==> config.mk <==
export PLATFORM = sky130hd
export DESIGN_NAME = hazard_ctrl_flat
export DESIGN_NICKNAME = d
export VERILOG_FILES = /design/src/rtl/hazard_ctrl_pkg.sv /design/src/rtl/hazard_ctrl_if.sv /design/src/rtl/hazard_ctrl_fwd_sel.sv /design/src/rtl/hazard_ctrl.sv /design/src/flat_wrapper.sv
export SDC_FILE = /design/constraint.sdc
export NUM_CORES = 1
export LEC_CHECK = 0
export CELL_PAD_IN_SITES_DETAIL_PLACEMENT = 0
export CELL_PAD_IN_SITES_GLOBAL_PLACEMENT = 1
export CORE_MARGIN = 2
export CORE_UTILIZATION = 16
export CTS_CLUSTER_DIAMETER = 100
export CTS_CLUSTER_SIZE = 40
export DETAILED_ROUTE_END_ITERATION = 16
export PLACE_DENSITY_LB_ADDON = 0.25
export SLEW_MARGIN = 20
export SYNTH_ARGS = -nofsm -noshare
export SYNTH_HDL_FRONTEND = slang
export SYNTH_SLANG_ARGS = --single-unit
==> constraint.sdc <==
create_clock -name clk -period 1 [get_ports clk]
set_clock_uncertainty 0.05 [all_clocks]
set_input_delay 0.1 -clock clk [delete_from_list [all_inputs] [get_ports clk]]
set_output_delay 0.1 -clock clk [all_outputs]
set_load 0.02 [all_outputs]
==> src/rtl/hazard_ctrl_pkg.sv <==
// Shared types and constants for the pipeline hazard/forwarding controller.
// Holds the forward-select encoding and the architectural PC register index.
package hazard_ctrl_pkg;

    typedef enum logic [1:0] {
        FWD_RF = 2'b00,
        FWD_W  = 2'b01,
        FWD_M  = 2'b10
    } fwd_e;

    localparam int PC_REG = 15;

endpackage

==> src/rtl/hazard_ctrl_if.sv <==
// Bundle of pipeline-register fields consumed by the hazard controller and the control it returns.
// The slave side is the controller; the master side is the pipeline datapath.
interface hazard_ctrl_if #(
    parameter int REGW = 4,
    parameter int CNTW = 32
);
    logic [REGW-1:0] RA1D;
    logic [REGW-1:0] RA2D;
    logic [REGW-1:0] RA1E;
    logic [REGW-1:0] RA2E;
    logic [REGW-1:0] WA3E;
    logic [REGW-1:0] WA3M;
    logic [REGW-1:0] WA3W;
    logic            RegWriteE;
    logic            RegWriteM;
    logic            RegWriteW;
    logic            MemtoRegE;
    logic            PCSrcD;
    logic            CondExE;
    logic            BranchTakenE;
    logic            PCSrcW;
    logic [1:0]      ForwardAE;
    logic [1:0]      ForwardBE;
    logic            StallF;
    logic            StallD;
    logic            FlushD;
    logic            FlushE;
    logic            PCWrPendingF;
    logic [CNTW-1:0] perf_stall_cnt;
    logic [CNTW-1:0] perf_flush_cnt;

    modport master (
        output RA1D, RA2D, RA1E, RA2E, WA3E, WA3M, WA3W,
        output RegWriteE, RegWriteM, RegWriteW, MemtoRegE,
        output PCSrcD, CondExE, BranchTakenE, PCSrcW,
        input  ForwardAE, ForwardBE, StallF, StallD, FlushD, FlushE,
        input  PCWrPendingF, perf_stall_cnt, perf_flush_cnt
    );

    modport slave (
        input  RA1D, RA2D, RA1E, RA2E, WA3E, WA3M, WA3W,
        input  RegWriteE, RegWriteM, RegWriteW, MemtoRegE,
        input  PCSrcD, CondExE, BranchTakenE, PCSrcW,
        output ForwardAE, ForwardBE, StallF, StallD, FlushD, FlushE,
        output PCWrPendingF, perf_stall_cnt, perf_flush_cnt
    );

endinterface

==> src/rtl/hazard_ctrl_fwd_sel.sv <==
// Forward-select for one execute-stage operand: the newer M result beats W,
// and the PC register is never forwarded because it is read from its own path.
module hazard_ctrl_fwd_sel
    import hazard_ctrl_pkg::*;
#(
    parameter int REGW = 4
) (
    input  logic [REGW-1:0] srcAddr_i,
    input  logic [REGW-1:0] wa3M_i,
    input  logic [REGW-1:0] wa3W_i,
    input  logic            regWriteM_i,
    input  logic            regWriteW_i,
    output fwd_e            fwdSel_o
);

    localparam logic [REGW-1:0] PC_ADDR = REGW'(PC_REG);

    always_comb begin
        fwdSel_o = FWD_RF;
        if (regWriteM_i && (srcAddr_i == wa3M_i) && (wa3M_i != PC_ADDR)) begin
            fwdSel_o = FWD_M;
        end else if (regWriteW_i && (srcAddr_i == wa3W_i) && (wa3W_i != PC_ADDR)) begin
            fwdSel_o = FWD_W;
        end
    end

endmodule

==> src/rtl/hazard_ctrl.sv <==
// Hazard and forwarding controller for the 5-stage pipeline, with a shadow tracker of PC writes in E/M.
// Optional saturating stall/flush performance counters are enabled by defining HAZARD_PERF_EN.
module hazard_ctrl
    import hazard_ctrl_pkg::*;
#(
    parameter int REGW = 4,
    parameter int CNTW = 32
) (
    input logic          clk,
    input logic          reset,
    hazard_ctrl_if.slave hz
);

    fwd_e fwdA;
    fwd_e fwdB;
    logic ldrStall;
    logic pcWrPending;
    logic flushERaw;
    logic stallDRaw;
    logic pendE_q, pendE_d;
    logic pendM_q, pendM_d;

    hazard_ctrl_fwd_sel #(.REGW(REGW)) u_fwdA (
        .srcAddr_i   (hz.RA1E),
        .wa3M_i      (hz.WA3M),
        .wa3W_i      (hz.WA3W),
        .regWriteM_i (hz.RegWriteM),
        .regWriteW_i (hz.RegWriteW),
        .fwdSel_o    (fwdA)
    );

    hazard_ctrl_fwd_sel #(.REGW(REGW)) u_fwdB (
        .srcAddr_i   (hz.RA2E),
        .wa3M_i      (hz.WA3M),
        .wa3W_i      (hz.WA3W),
        .regWriteM_i (hz.RegWriteM),
        .regWriteW_i (hz.RegWriteW),
        .fwdSel_o    (fwdB)
    );

    // A load in E whose result decode needs: hold F/D one cycle and push a bubble into E.
    assign ldrStall    = hz.MemtoRegE & hz.RegWriteE &
                         ((hz.RA1D == hz.WA3E) | (hz.RA2D == hz.WA3E));
    assign pcWrPending = hz.PCSrcD | pendE_q | pendM_q;
    assign flushERaw   = ldrStall | hz.BranchTakenE;
    assign stallDRaw   = ldrStall;

    // A flushed E slot never carries a PC write; a failed condition kills it before M.
    assign pendE_d = flushERaw ? 1'b0 : hz.PCSrcD;
    assign pendM_d = pendE_q & hz.CondExE;

    always_ff @(posedge clk or posedge reset) begin
        if (reset) begin
            pendE_q <= 1'b0;
            pendM_q <= 1'b0;
        end else begin
            pendE_q <= pendE_d;
            pendM_q <= pendM_d;
        end
    end

    assign hz.ForwardAE    = reset ? FWD_RF : fwdA;
    assign hz.ForwardBE    = reset ? FWD_RF : fwdB;
    assign hz.StallF       = ~reset & (ldrStall | pcWrPending);
    assign hz.StallD       = ~reset & stallDRaw;
    assign hz.FlushD       = ~reset & (pcWrPending | hz.PCSrcW | hz.BranchTakenE);
    assign hz.FlushE       = ~reset & flushERaw;
    assign hz.PCWrPendingF = ~reset & pcWrPending;

`ifdef HAZARD_PERF_EN
    logic [CNTW-1:0] stallCnt_q, stallCnt_d;
    logic [CNTW-1:0] flushCnt_q, flushCnt_d;

    assign stallCnt_d = (stallDRaw && (stallCnt_q != {CNTW{1'b1}})) ? stallCnt_q + 1'b1 : stallCnt_q;
    assign flushCnt_d = (flushERaw && (flushCnt_q != {CNTW{1'b1}})) ? flushCnt_q + 1'b1 : flushCnt_q;

    always_ff @(posedge clk or posedge reset) begin
        if (reset) begin
            stallCnt_q <= '0;
            flushCnt_q <= '0;
        end else begin
            stallCnt_q <= stallCnt_d;
            flushCnt_q <= flushCnt_d;
        end
    end

    assign hz.perf_stall_cnt = stallCnt_q;
    assign hz.perf_flush_cnt = flushCnt_q;
`else
    assign hz.perf_stall_cnt = {CNTW{1'b0}};
    assign hz.perf_flush_cnt = {CNTW{1'b0}};
`endif

endmodule

==> src/flat_wrapper.sv <==
// flat-port wrapper written by rule: the top's interface ports become plain ports
module hazard_ctrl_flat import hazard_ctrl_pkg::*;
#(
    parameter int REGW = 4,
    parameter int CNTW = 32
)
  (clk, reset, hz_RA1D, hz_RA2D, hz_RA1E, hz_RA2E, hz_WA3E, hz_WA3M, hz_WA3W, hz_RegWriteE, hz_RegWriteM, hz_RegWriteW, hz_MemtoRegE, hz_PCSrcD, hz_CondExE, hz_BranchTakenE, hz_PCSrcW, hz_ForwardAE, hz_ForwardBE, hz_StallF, hz_StallD, hz_FlushD, hz_FlushE, hz_PCWrPendingF, hz_perf_stall_cnt, hz_perf_flush_cnt);
  hazard_ctrl_if #(.REGW(REGW), .CNTW(CNTW)) hz_i ();
  input logic clk;
  input logic reset;
  input wire logic [$bits(hz_i.RA1D)-1:0] hz_RA1D;
  input wire logic [$bits(hz_i.RA2D)-1:0] hz_RA2D;
  input wire logic [$bits(hz_i.RA1E)-1:0] hz_RA1E;
  input wire logic [$bits(hz_i.RA2E)-1:0] hz_RA2E;
  input wire logic [$bits(hz_i.WA3E)-1:0] hz_WA3E;
  input wire logic [$bits(hz_i.WA3M)-1:0] hz_WA3M;
  input wire logic [$bits(hz_i.WA3W)-1:0] hz_WA3W;
  input wire logic [$bits(hz_i.RegWriteE)-1:0] hz_RegWriteE;
  input wire logic [$bits(hz_i.RegWriteM)-1:0] hz_RegWriteM;
  input wire logic [$bits(hz_i.RegWriteW)-1:0] hz_RegWriteW;
  input wire logic [$bits(hz_i.MemtoRegE)-1:0] hz_MemtoRegE;
  input wire logic [$bits(hz_i.PCSrcD)-1:0] hz_PCSrcD;
  input wire logic [$bits(hz_i.CondExE)-1:0] hz_CondExE;
  input wire logic [$bits(hz_i.BranchTakenE)-1:0] hz_BranchTakenE;
  input wire logic [$bits(hz_i.PCSrcW)-1:0] hz_PCSrcW;
  output wire logic [$bits(hz_i.ForwardAE)-1:0] hz_ForwardAE;
  output wire logic [$bits(hz_i.ForwardBE)-1:0] hz_ForwardBE;
  output wire logic [$bits(hz_i.StallF)-1:0] hz_StallF;
  output wire logic [$bits(hz_i.StallD)-1:0] hz_StallD;
  output wire logic [$bits(hz_i.FlushD)-1:0] hz_FlushD;
  output wire logic [$bits(hz_i.FlushE)-1:0] hz_FlushE;
  output wire logic [$bits(hz_i.PCWrPendingF)-1:0] hz_PCWrPendingF;
  output wire logic [$bits(hz_i.perf_stall_cnt)-1:0] hz_perf_stall_cnt;
  output wire logic [$bits(hz_i.perf_flush_cnt)-1:0] hz_perf_flush_cnt;
  assign hz_i.RA1D = hz_RA1D;
  assign hz_i.RA2D = hz_RA2D;
  assign hz_i.RA1E = hz_RA1E;
  assign hz_i.RA2E = hz_RA2E;
  assign hz_i.WA3E = hz_WA3E;
  assign hz_i.WA3M = hz_WA3M;
  assign hz_i.WA3W = hz_WA3W;
  assign hz_i.RegWriteE = hz_RegWriteE;
  assign hz_i.RegWriteM = hz_RegWriteM;
  assign hz_i.RegWriteW = hz_RegWriteW;
  assign hz_i.MemtoRegE = hz_MemtoRegE;
  assign hz_i.PCSrcD = hz_PCSrcD;
  assign hz_i.CondExE = hz_CondExE;
  assign hz_i.BranchTakenE = hz_BranchTakenE;
  assign hz_i.PCSrcW = hz_PCSrcW;
  assign hz_ForwardAE = hz_i.ForwardAE;
  assign hz_ForwardBE = hz_i.ForwardBE;
  assign hz_StallF = hz_i.StallF;
  assign hz_StallD = hz_i.StallD;
  assign hz_FlushD = hz_i.FlushD;
  assign hz_FlushE = hz_i.FlushE;
  assign hz_PCWrPendingF = hz_i.PCWrPendingF;
  assign hz_perf_stall_cnt = hz_i.perf_stall_cnt;
  assign hz_perf_flush_cnt = hz_i.perf_flush_cnt;
  hazard_ctrl #(.REGW(REGW), .CNTW(CNTW)) u_core (.clk(clk), .reset(reset), .hz(hz_i));
endmodule
==> impl_metrics.env <==
export IMPL_synth_warnings=0
export IMPL_htree_levels=1
export IMPL_n_antenna_cell=0
export IMPL_min_path_type="input port to asynchronous set/reset pin"
export IMPL_syn_inst=122
export IMPL_crit_required_ps=850
export IMPL_max_freq_mhz=732
export IMPL_crit_path_start_kind="input port"
export IMPL_period_needed_ps=1370
export IMPL_ys_flop_type="dfrtp_1"
export IMPL_grt_pass1_vias=709
export IMPL_clk_transition_reported_paths_ps=30
export IMPL_seq_area_frac_synth=0.0556
export IMPL_p_per_area_nw_per_um2=746
export IMPL_syn2layout_area_growth_pct=61.0
export IMPL_ios=111
export IMPL_fin_cells=251
export IMPL_layout_drive_gt1_share=0.408
export IMPL_n_fill_cell=632
export IMPL_tns_ps=-1640
export IMPL_utilization=0.265
export IMPL_grt_pass1_wl_um=3170
export IMPL_coreArea_um2=5470
export IMPL_synth_edff_count=0
export IMPL_post_place_ws_ps=-1220
export IMPL_ir_worst_vdd_mv=0.210
export IMPL_die_area_um2=6250
export IMPL_drt_wl_total_um=2190
export IMPL_critPathMaxFanout=2
export IMPL_clkSinkCount=2
export IMPL_drv_slew=0
export IMPL_final_antenna_net_count=0
export IMPL_total_power_mw=1.08
export IMPL_drt_first_iter_violations=2
export IMPL_cp_arrival_ps=1220
export IMPL_cts_tree="yes"
export IMPL_root_buffer="clkbuf_8"
export IMPL_initial_core_util=0.165
export IMPL_regArea_um2=50.0
export IMPL_dp_cells=241
export IMPL_cp_end_kind="output port"
export IMPL_finalSetupViolCount=10
export IMPL_fin_crit_sh=1.37
export IMPL_multi_input_area_um2=744
export IMPL_post_dp_hpwl_um=1810
export IMPL_place_area_um2=1240
export IMPL_design_area_um2=1450
export IMPL_overflow=0
export IMPL_holdWs_ps=392
export IMPL_finalNetCount=219
export IMPL_gp_congestion=0.684
export IMPL_antenna_found_initial=0
export IMPL_rsz0062_at_grt="yes"
export IMPL_violations="setup timing"
export IMPL_leakage_nw=0.718
export IMPL_async_flop_share=1.00
export IMPL_rows=27
export IMPL_cts_path_max_buffers=2
export IMPL_drv_cap=0
export IMPL_ys_seq_elements=2
export IMPL_synthDistinctLibCells=17
export IMPL_grt_usage=0.0657
export IMPL_grt_max_degree=6
export IMPL_vias_per_cell=3.18
export IMPL_die_h_um=79.0
export IMPL_drtPass1Iterations=2
export IMPL_syn_cell_area_um2=901
export IMPL_path_class="input port to output port"
export IMPL_drc=0
export IMPL_port_buffers=46
export IMPL_fin_ws_ps=-366
export IMPL_fp_dieW_um=79.0
export IMPL_cts_buffers_inserted=3
export IMPL_status="finished, violations left"
export IMPL_hold_viol=0
export IMPL_synth_area_per_cell_um2=7.38
export IMPL_clock_latency_ps=210
export IMPL_wl_per_cell_um=8.72
export IMPL_vias=797
state kept, by name, summed over array words and instances, names as in the netlist:
name and count:
u_core.pendE_q 1, u_core.pendM_q 1
timing repair:
action | in CTS | in global routing
endpoints found under the hold margin | 2 | 0
setup endpoints to repair | 10 | 10
cloned | 0 | 0
pin swaps | 32 | 14
hold buffers | 1 | 0
buffers inserted | 8 | 0
resized for setup | 181 | 37
cell families (layout without fill, tap and decap cells):
| kind of cell | count (synthesis) | count (layout) | share of synthesized area |
|---|---|---|---|
| AND/OR/NAND/NOR | 24 | 24 | 0.136 |
| XOR/XNOR | 24 | 24 | 0.233 |
| AO/OA/AOI/OAI | 4 | 4 | 0.0250 |
| flip-flops | 2 | 2 | 0.0556 |
| other | 1 | 64 | 0.00416 |
| buffers and inverters | 67 | 61 | 0.546 |
synthesized netlist by cell type, types with 2 or more instances:
library cell | n | area share
inv_1 | 2 | 0.0083
nor3_1 | 5 | 0.028
nand4_1 | 4 | 0.028
xnor2_1 | 16 | 0.16
dfrtp_1 | 2 | 0.056
buf_4 | 64 | 0.53
xor2_1 | 8 | 0.078
a21oi_1 | 3 | 0.017
nand2_1 | 5 | 0.021
nor2_1 | 3 | 0.012
nor4_1 | 4 | 0.028
path summary, 6_finish.rpt:
path / from / end / slack, ps / depth (start not counted)
worst max-delay path: hz_RA2D[2] / hz_StallF / -370 / 7
worst min-delay path: reset / u_core.pendE_q / 390 / 4
worst max register to register: u_core.pendE_q / u_core.pendM_q / 180 / 2
worst min register to register: u_core.pendE_q / u_core.pendM_q / 590 / 2
max in group asynchronous: reset / u_core.pendM_q / 420 / 4
min in group clk: hz_CondExE / u_core.pendM_q / 420 / 2
layer usage:
metal | track usage | part of all wire | wire [um]
met2 | 0.113 | 0.51 | 1110
met1 | 0.0688 | 0.33 | 729
met3 | 0.0318 | 0.15 | 334
met4 | 0.0259 | 0.0046 | 10
met5 | 0 | 0 | 0
where the power goes:
group	internal, mW	total [mW]	switching [mW]	leakage (nW)
Combinational	0.272	0.678	0.406	0.670
Sequential	0.0856	0.0895	0.00383	0.0264
Clock	0.254	0.314	0.0599	0.0216
placed cells by master, fill, tap and decap left out, types with 2 or more instances in the layout:
master / n
clkbuf_8: 3
nand4_1: 4
buf_4: 11
buf_6: 19
nor2_1: 2
xnor2_1: 10
xnor2_2: 6
buf_2: 10
clkdlybuf4s15_1: 3
nor4_1: 2
a21oi_2: 3
nor3_2: 2
nor3_4: 3
buf_8: 4
dfrtp_1: 2
nand2_2: 3
conb_1: 64
clkdlybuf4s50_1: 6
clkbuf_2: 2
nand2_1: 2
xor2_1: 7
layout make-up:
type,instances,area share
Clock buffer,3,0.0285
Inverter,2,0.00518
Multi-Input combinational cell,116,0.513
Sequential cell,2,0.0345
Tap cell,72,0.0621
Timing Repair Buffer,56,0.356
critical path: stages:
cell and delay [ps]:
buf_2 100, xor2_1 150, nor4_1 270, o211ai_1 160, buf_4 170, a21oi_2 120, buf_4 150
(Power assumes the default switching activity.)
